**src/rtl/rsa_word_deser_if.sv**
```systemverilog
`default_nettype none
// ============================================================================
// Module      : rsa_word_deser_if
// Description : Host-side bus bundle for the RSA word deserializer.
//               msw_first exists only when S2P_DIR_SEL_EN is defined.
// Revision    : 1.0 - initial release
// ============================================================================
interface rsa_word_deser_if #(
    parameter int RSA_LEN = 512,
    parameter int BUS_W   = 32
);
    localparam int NWORDS = RSA_LEN / BUS_W;
    localparam int CNT_W  = $clog2(NWORDS + 1);

    logic               start;
    logic               abort;
    logic               in_vld;
    logic               in_rdy;
    logic [BUS_W-1:0]   data_in;
`ifdef S2P_DIR_SEL_EN
    logic               msw_first;
`endif
    logic [RSA_LEN-1:0] data_out;
    logic               out_vld;
    logic               busy;
    logic [CNT_W-1:0]   word_cnt;

`ifdef S2P_DIR_SEL_EN
    modport master (
        output start, abort, in_vld, data_in, msw_first,
        input  in_rdy, data_out, out_vld, busy, word_cnt
    );
    modport slave (
        input  start, abort, in_vld, data_in, msw_first,
        output in_rdy, data_out, out_vld, busy, word_cnt
    );
`else
    modport master (
        output start, abort, in_vld, data_in,
        input  in_rdy, data_out, out_vld, busy, word_cnt
    );
    modport slave (
        input  start, abort, in_vld, data_in,
        output in_rdy, data_out, out_vld, busy, word_cnt
    );
`endif
endinterface
`default_nettype wire

```
**src/rtl/rsa_word_deser.sv**
```systemverilog
`default_nettype none
// ============================================================================
// Module      : rsa_word_deser
// Description : Word-serial to operand-parallel deserializer with valid/ready
//               flow control, start/abort and a completion pulse.
//               Optional macro S2P_DIR_SEL_EN adds per-capture word order.
// Revision    : 1.0 - initial release
// ============================================================================
module rsa_word_deser #(
    parameter int RSA_LEN = 512,
    parameter int BUS_W   = 32
) (
    input  wire              clk,
    input  wire              rst,
    rsa_word_deser_if.slave  bus
);
    localparam int NWORDS = RSA_LEN / BUS_W;
    localparam int CNT_W  = $clog2(NWORDS + 1);

    typedef enum logic [1:0] {
        S_IDLE = 2'd0,
        S_LOAD = 2'd1,
        S_DONE = 2'd2
    } state_t;

    state_t             r_state;
    state_t             w_next;
    logic [RSA_LEN-1:0] r_data;
    logic [CNT_W-1:0]   r_word_cnt;
    logic               w_msw;
    logic               w_accept;
    logic               w_last;

    // Abort wins over a coincident word, so the word never reaches the shifter.
    assign w_accept = (r_state == S_LOAD) && bus.in_vld && !bus.abort;
    assign w_last   = w_accept && (r_word_cnt == CNT_W'(NWORDS - 1));

`ifdef S2P_DIR_SEL_EN
    logic r_msw;

    always_ff @(posedge clk) begin
        if (rst) begin
            r_msw <= 1'b0;
        end else if (r_state == S_IDLE && bus.start) begin
            r_msw <= bus.msw_first;
        end
    end

    assign w_msw = r_msw;
`else
    assign w_msw = 1'b0;
`endif

    always_comb begin
        w_next = r_state;
        case (r_state)
            S_IDLE:  if (bus.start) w_next = S_LOAD;
            S_LOAD: begin
                if (bus.abort)   w_next = S_IDLE;
                else if (w_last) w_next = S_DONE;
            end
            S_DONE:  w_next = S_IDLE;
            default: w_next = S_IDLE;
        endcase
    end

    always_ff @(posedge clk) begin
        if (rst) begin
            r_state <= S_IDLE;
        end else begin
            r_state <= w_next;
        end
    end

    always_ff @(posedge clk) begin
        if (rst) begin
            r_data     <= '0;
            r_word_cnt <= '0;
        end else begin
            if (r_state == S_IDLE && bus.start) begin
                r_word_cnt <= '0;
            end
            if (r_state == S_LOAD && bus.abort) begin
                r_word_cnt <= '0;
            end
            if (w_accept) begin
                r_word_cnt <= r_word_cnt + CNT_W'(1);
                if (w_msw) begin
                    r_data <= {r_data[RSA_LEN-BUS_W-1:0], bus.data_in};
                end else begin
                    r_data <= {bus.data_in, r_data[RSA_LEN-1:BUS_W]};
                end
            end
        end
    end

    assign bus.in_rdy   = (r_state == S_LOAD);
    assign bus.busy     = (r_state == S_LOAD);
    assign bus.out_vld  = (r_state == S_DONE);
    assign bus.data_out = r_data;
    assign bus.word_cnt = r_word_cnt;
endmodule
`default_nettype wire

```
**src/flat_wrapper.sv**
```systemverilog
// flat-port wrapper written by rule: the top's interface ports become plain ports
module rsa_word_deser_flat 
#(
    parameter int RSA_LEN = 512,
    parameter int BUS_W   = 32
)
  (clk, rst, bus_start, bus_abort, bus_in_vld, bus_data_in, bus_in_rdy, bus_data_out, bus_out_vld, bus_busy, bus_word_cnt);
  rsa_word_deser_if #(.RSA_LEN(RSA_LEN), .BUS_W(BUS_W)) bus_i ();
  input  wire clk;
  input  wire rst;
  input wire logic [$bits(bus_i.start)-1:0] bus_start;
  input wire logic [$bits(bus_i.abort)-1:0] bus_abort;
  input wire logic [$bits(bus_i.in_vld)-1:0] bus_in_vld;
  input wire logic [$bits(bus_i.data_in)-1:0] bus_data_in;
  output wire logic [$bits(bus_i.in_rdy)-1:0] bus_in_rdy;
  output wire logic [$bits(bus_i.data_out)-1:0] bus_data_out;
  output wire logic [$bits(bus_i.out_vld)-1:0] bus_out_vld;
  output wire logic [$bits(bus_i.busy)-1:0] bus_busy;
  output wire logic [$bits(bus_i.word_cnt)-1:0] bus_word_cnt;
  assign bus_i.start = bus_start;
  assign bus_i.abort = bus_abort;
  assign bus_i.in_vld = bus_in_vld;
  assign bus_i.data_in = bus_data_in;
  assign bus_in_rdy = bus_i.in_rdy;
  assign bus_data_out = bus_i.data_out;
  assign bus_out_vld = bus_i.out_vld;
  assign bus_busy = bus_i.busy;
  assign bus_word_cnt = bus_i.word_cnt;
  rsa_word_deser #(.RSA_LEN(RSA_LEN), .BUS_W(BUS_W)) u_core (.clk(clk), .rst(rst), .bus(bus_i));
endmodule
```
**config.mk**
```make
export PLATFORM = sky130hd
export DESIGN_NAME = rsa_word_deser_flat
export DESIGN_NICKNAME = d
export VERILOG_FILES = /design/src/rtl/rsa_word_deser_if.sv /design/src/rtl/rsa_word_deser.sv /design/src/flat_wrapper.sv
export SDC_FILE = /design/constraint.sdc
export NUM_CORES = 1
export LEC_CHECK = 0
export CAP_MARGIN = 10
export CORE_UTILIZATION = 26
export CTS_BUF_LIST = sky130_fd_sc_hd__clkbuf_8
export CTS_CLUSTER_DIAMETER = 100
export DETAILED_ROUTE_END_ITERATION = 7
export PLACE_DENSITY_LB_ADDON = 0.25
export SYNTH_ARGS = -nofsm -noshare
export SYNTH_HDL_FRONTEND = slang
export SYNTH_SLANG_ARGS = --single-unit
```
**constraint.sdc**
```tcl
create_clock -name clk -period 4 [get_ports clk]
set_clock_uncertainty 0.1 [all_clocks]
set_input_delay 0.6 -clock clk [delete_from_list [all_inputs] [get_ports clk]]
set_output_delay 0.6 -clock clk [all_outputs]
set_load 0.02 [all_outputs]
```
==> results of run 1 <==
area by class of cell:
cell class,count,area (µm²),area share [%]
Inverter,1,3.754,0.01440
Clock buffer,114,1569,6.020
Sequential cell,519,10390,39.86
Timing Repair Buffer,595,6076,23.31
Multi-Input combinational cell,1565,6641,25.48
Tap cell,931,1165,4.469
Clock inverter,44,219.0,0.8401
worst min-delay path: stages, from the launching register on:
cell     delay (ns)
dfxtp_1        0.32
nand2_1        0.06
a21oi_1        0.05
cells in the mapped netlist:
cell type,instances,area [µm²]
nand2b_1,2,12.51
ha_1,2,25.02
mux2i_1,1,10.01
nand4bb_1,1,11.26
dfxtp_1,519,10390
a311oi_2,1,15.01
nor2b_1,2,12.51
a311oi_1,1,8.760
a21oi_1,516,2582
buf_4,15,112.6
o21bai_1,1,7.510
nor2_1,2,7.510
nand2_1,1026,3851
nand3_1,1,5.000
inv_1,1,3.750
a211oi_1,1,7.510
nor3_1,1,5.000
and4bb_1,1,12.51
o21ai_0,2,10.01
clkbuf_1,62,232.7
and3_1,1,6.260
a41oi_2,1,16.27
nor3b_1,2,15.01
buf_6,47,529.3
buf_2,50,250.2
flip-flops by register name, indices dropped and copies added, names as in the netlist:
| name | count |
|---|---|
| u_core.bus.data_out | 512 |
| u_core.bus.word_cnt | 5 |
| u_core.r_state | 2 |
layout by cell type, fill, tap and decap left out, types with 3 or more instances in the layout:
cell,netlist,routed
inv_1,1,33
buf_12,0,17
buf_4,15,22
clkbuf_8,0,114
inv_8,0,3
a21oi_1,516,516
clkinv_2,0,5
dfxtp_1,519,519
nand2_1,1026,1026
clkdlybuf4s50_1,0,555
logic make-up (layout without fill, tap and decap cells):
group           after synthesis  count (layout)  synth area share (%)
compound gates              523             523                 14.60
mux                           1               1               0.05518
simple gates               1039            1039                 21.71
flops                       519             519                 57.28
fa+ha+maj                     2               2                0.1379
buf+inv                     175             754                 6.222
report_power, final:
| group | internal [mW] | switching (mW) |
|---|---|---|
| logic | 0.0888 | 0.215 |
| clock network | 2.57 | 2.21 |
| registers | 5.18 | 0.00943 |
worst max path at each step:
stage                                         startpoint                                    end  slack, ns
final                     u_core.r_state[0]$_SDFFE_PP0P_                               bus_busy       1.29
after global routing      u_core.r_state[0]$_SDFFE_PP0P_                               bus_busy       1.18
after CTS                 u_core.r_state[0]$_SDFFE_PP0P_                               bus_busy       1.22
after detailed placement                      bus_in_vld  u_core.bus.data_out[123]$_SDFFE_PP0P_       1.27
after global placement                        bus_in_vld   u_core.bus.data_out[69]$_SDFFE_PP0P_       1.32
after floorplan           u_core.r_state[0]$_SDFFE_PP0P_                             bus_in_rdy       2.30
stage by stage:
step	utilization [%]	total power, mW	cells
6_report	37.87	10.27	3769
2_1_floorplan	-	5.506	2259
3_5_place_dp	35.27	5.606	3611
3_3_place_gp	35.27	5.603	3611
4_1_cts	37.87	10.42	3769
5_1_grt	37.87	10.70	3769
layer usage:
metal	vias up	wire, µm
met5	-	0
met4	0	2684
met3	126	5937
met2	583	32720
met1	8016	27080
li1	8306	-
==> out/qor.yml, run 1 <==
critical_path:
  crit_family: "buffers and inverters"
  slowest_delay_ns: 0.63
  cp.buffers_inverters: 1
  reg2reg_slack_ns: 1.92
  rr_startpoint: "u_core.r_state[0]$_SDFFE_PP0P_"
  cp_data_required_time_ns: 3.30
  r2r_end: "u_core.bus.data_out[206]$_SDFFE_PP0P_"
  r2r_cells: 5
  cp.depth: 2
  worstPathMaxFanout: 7
  start_kind: "flip-flop"
  path_class: "reg -> out"
  critical_path.slowest_cell: "clkdlybuf4s50_1"
  endpoint_kind: "primary output"
  critPathArrivalTime_ns: 2.01
  crit_chain: "nor2b_1 -> clkdlybuf4s50_1"
synthesis:
  syn_area_per_cell_um2: 8.030
  synth_seq_area_share_pct: 57.28
  synth_cells: 2259
  syn-cell-area_mm2: 0.01814
  yosysWarnings: 0
  syn_nets: 2298
  ys_types: 25
  yosys_register_bits: 519
drt:
  post_drt_via_cell_ratio: 4.519
  wl_per_cell_um: 18.15
  drc: 0
  drtIter0Drc: 1097
  dr.pass1.iters: 5
  num_vias: 17030
  finalWirelength_mm: 68.42
  ant_nets: 0
layout:
  drive_gt1_share_pct: 5.990
  nets: 2812
  fin_area_mm2: 0.02606
  syn_to_final_growth_pct: 43.68
  fillers: 7139
  antennaDiodeCount: 0
floorplanning:
  io_pins: 557
  die_w_um: 266.1
  coreArea_mm2: 0.06883
  start_util_pct: 26.36
  fp-row-count: 96
  die_h_um: 266.1
  dieArea_mm2: 0.07083
timing:
  finalHoldViolCount: 0
  layout_setup_ws_ns: 1.286
  finalSetupViolCount: 0
  grt_setup_unrepaired: "false"
  max_slew.worst_pin.slew_ns: 0.7475
  holdWs_ns: 0.3499
  layout_min_cycle_time_ns: 2.714
  finalSetupTns_ns: 0
  final-max-slew-violation-count: 0
  relSlewSlack_pct: 50.16
  fmax_ghz: 0.3684
  fin_crit_sh_pct: 67.86
grt:
  grtUsageMet2_pct: 31.02
  grtUsageMet3_pct: 6.562
  first_global_vias: 16450
  grt_busiest_layer: "met2"
  grt_pass1_wl_mm: 101.1
  grt_max_degree: 131
  grt_overflow_total: 0
  antenna_found_initial: 0
  track_usage_pct: 18.56
  groute.layer.met1.usage_pct: 21.30
cts:
  htreeDepth: 3
  cts-root-buf: "clkbuf_8"
  clk_pin_slew_worst_paths_ns: 0.06
  clk_latency_ns: 0.68
  cts_resized: 0
  cts_buffers: 91
  cts.sinks: 519
  post_cts_buffers: 0
  tritoncts: "done"
  cts.hold.buffers_added: 0
  clk_path_buf_depth: 3
pwr:
  p_leak_nw: 8.396
  p_per_area_mw_per_mm2: 393.9
  irDropWorstVdd_mv: 0.2627
hold_path:
  holdPathStages: 2
  hold_class: "reg -> reg"
  hp-start: "u_core.bus.data_out[43]$_SDFFE_PP0P_"
  min_to: "u_core.bus.data_out[11]$_SDFFE_PP0P_"
placement:
  placement.io_buffers: 556
  hpwl_mm: 49.35
  finalWeightedCongestion: 0.8562
  dpl_worst_slack_ns: 1.269
  placed_area_mm2: 0.02428
job:
  maxCapViolCount: 0
outcome:
  status: "finished, final reports clean"
(Power assumes the default switching activity.)
==> inputs of run 2 (changes only) <==
- clock period: 4 -> 2.7 ns (I/O delays scaled with it)
==> run 2 against run 1 <==
Against the previous run:
- sequential power increased by 48%
- die area is the same
- first-iteration DRC count shrank 1.1%
- combinational power increased by 54%
==> out/qor.yml, run 2 (same netlist as run 1, synthesis figures left out) <==
pwr:
  irDropWorstVdd_mv: 0.3775
  p_leak_nw: 8.477
  p_total_mw: 15.26
  p_per_area_mw_per_mm2: 582.4
layout:
  fillers: 7104
  fin_area_mm2: 0.02620
  multi_input_area_mm2: 0.006641
  syn_to_final_growth_pct: 44.42
  final_cell_mix: "nand2_1 (1,026), clkdlybuf4s50_1 (555), dfxtp_1 (519), a21oi_1 (516), clkbuf_8 (111)"
  antennaDiodeCount: 0
  final_util_pct: 38.06
  final_common_cell: "nand2_1"
  largest_reg_flops: 512
  final_cells: 3785
  ff_latch_area_mm2: 0.01039
  nets: 2828
  drive_gt1_share_pct: 6.517
drt:
  drc: 0
  num_vias: 17000
  drtIter0Drc: 1085
  dr.pass1.iters: 6
  finalWirelength_mm: 68.03
  ant_nets: 0
  post_drt_via_cell_ratio: 4.491
  wl_per_cell_um: 17.97
floorplanning:
  dieArea_mm2: 0.07083
  fp-row-count: 96
  io_pins: 557
  die_w_um: 266.1
  die_h_um: 266.1
  start_util_pct: 26.36
  coreArea_mm2: 0.06883
placement:
  placement.io_buffers: 556
  finalWeightedCongestion: 0.8618
  dp_cells: 3627
  hpwl_mm: 49.99
  dpl_worst_slack_ns: 0.3973
  placed_area_mm2: 0.02441
timing:
  max_slew.worst_pin.slew_ns: 0.5981
  relSlewSlack_pct: 60.13
  finalSetupTns_ns: 0
  grt_setup_unrepaired: "false"
  fmax_ghz: 0.3935
  layout_min_cycle_time_ns: 2.541
  finalSetupViolCount: 0
  layout_setup_ws_ns: 0.1589
  final-max-slew-violation-count: 0
  finalHoldViolCount: 0
  holdWs_ns: 0.08744
  fin_crit_sh_pct: 94.11
cts:
  cts.hold.buffers_added: 0
  htreeDepth: 3
  post_cts_buffers: 0
  cts_resized: 0
  clk_path_buf_depth: 3
  cts_buffers: 91
  cts.sinks: 519
  clk_latency_ns: 0.68
  tritoncts: "done"
  clk_pin_slew_worst_paths_ns: 0.06
  cts-root-buf: "clkbuf_8"
critical_path:
  worstPathMaxFanout: 7
  cp.buffers_inverters: 1
  critPathArrivalTime_ns: 2.04
  slowest_delay_ns: 0.64
  crit_family: "buffers and inverters"
  endpoint_kind: "primary output"
  cp_data_required_time_ns: 2.19
  start_kind: "flip-flop"
  critical_path.slowest_cell: "clkdlybuf4s50_1"
  crit_chain: "nor2b_1 -> clkdlybuf4s50_1"
  path_class: "reg -> out"
grt:
  grt_pass1_wl_mm: 100.6
  track_usage_pct: 18.47
  groute.layer.met1.usage_pct: 21.08
  grt_busiest_layer: "met2"
  grtUsageMet2_pct: 31.68
  first_global_vias: 16540
  grt_overflow_total: 0
  grt_max_degree: 96
  antenna_found_initial: 0
  grtUsageMet3_pct: 6.710
outcome:
  status: "finished, final reports clean"
job:
  maxCapViolCount: 0
hold_path:
  hold_class: "in -> reg"
==> run 2: where the power goes <==
part | internal, mW | total, mW | switching (mW)
Clock | 3.81 | 7.10 | 3.29
Combinational | 0.146 | 0.468 | 0.323
Sequential | 7.68 | 7.69 | 0.0143
==> run 2: cell type report <==
class	instances	area share, %
clock inverters	47	0.9982
clock buffers	111	5.832
flip-flops and latches	519	39.66
well taps	931	4.446
repair buffers	611	23.70
inverters	1	0.01433
multi-input cells	1565	25.35
==> run 2: worst paths after layout <==
| check | start | to | slack (ns) | depth (start not counted) |
|---|---|---|---|---|
| worst max-delay path | u_core.r_state[0]$_SDFFE_PP0P_ | bus_busy | 0.16 | 2 |
| worst min-delay path | rst | u_core.bus.data_out[410]$_SDFFE_PP0P_ | 0.09 | 2 |
| worst max register to register | u_core.r_state[0]$_SDFFE_PP0P_ | u_core.bus.data_out[206]$_SDFFE_PP0P_ | 0.81 | 5 |
| worst min register to register | u_core.bus.data_out[9]$_SDFFE_PP0P_ | u_core.bus.data_out[9]$_SDFFE_PP0P_ | 0.35 | 2 |
==> run 2: layer usage <==
| metal | vias up | routed length, µm |
|---|---|---|
| met5 | - | 0 |
| met2 | 564 | 33090 |
| met4 | 0 | 1587 |
| li1 | 8327 | - |
| met3 | 90 | 6168 |
| met1 | 8019 | 27180 |
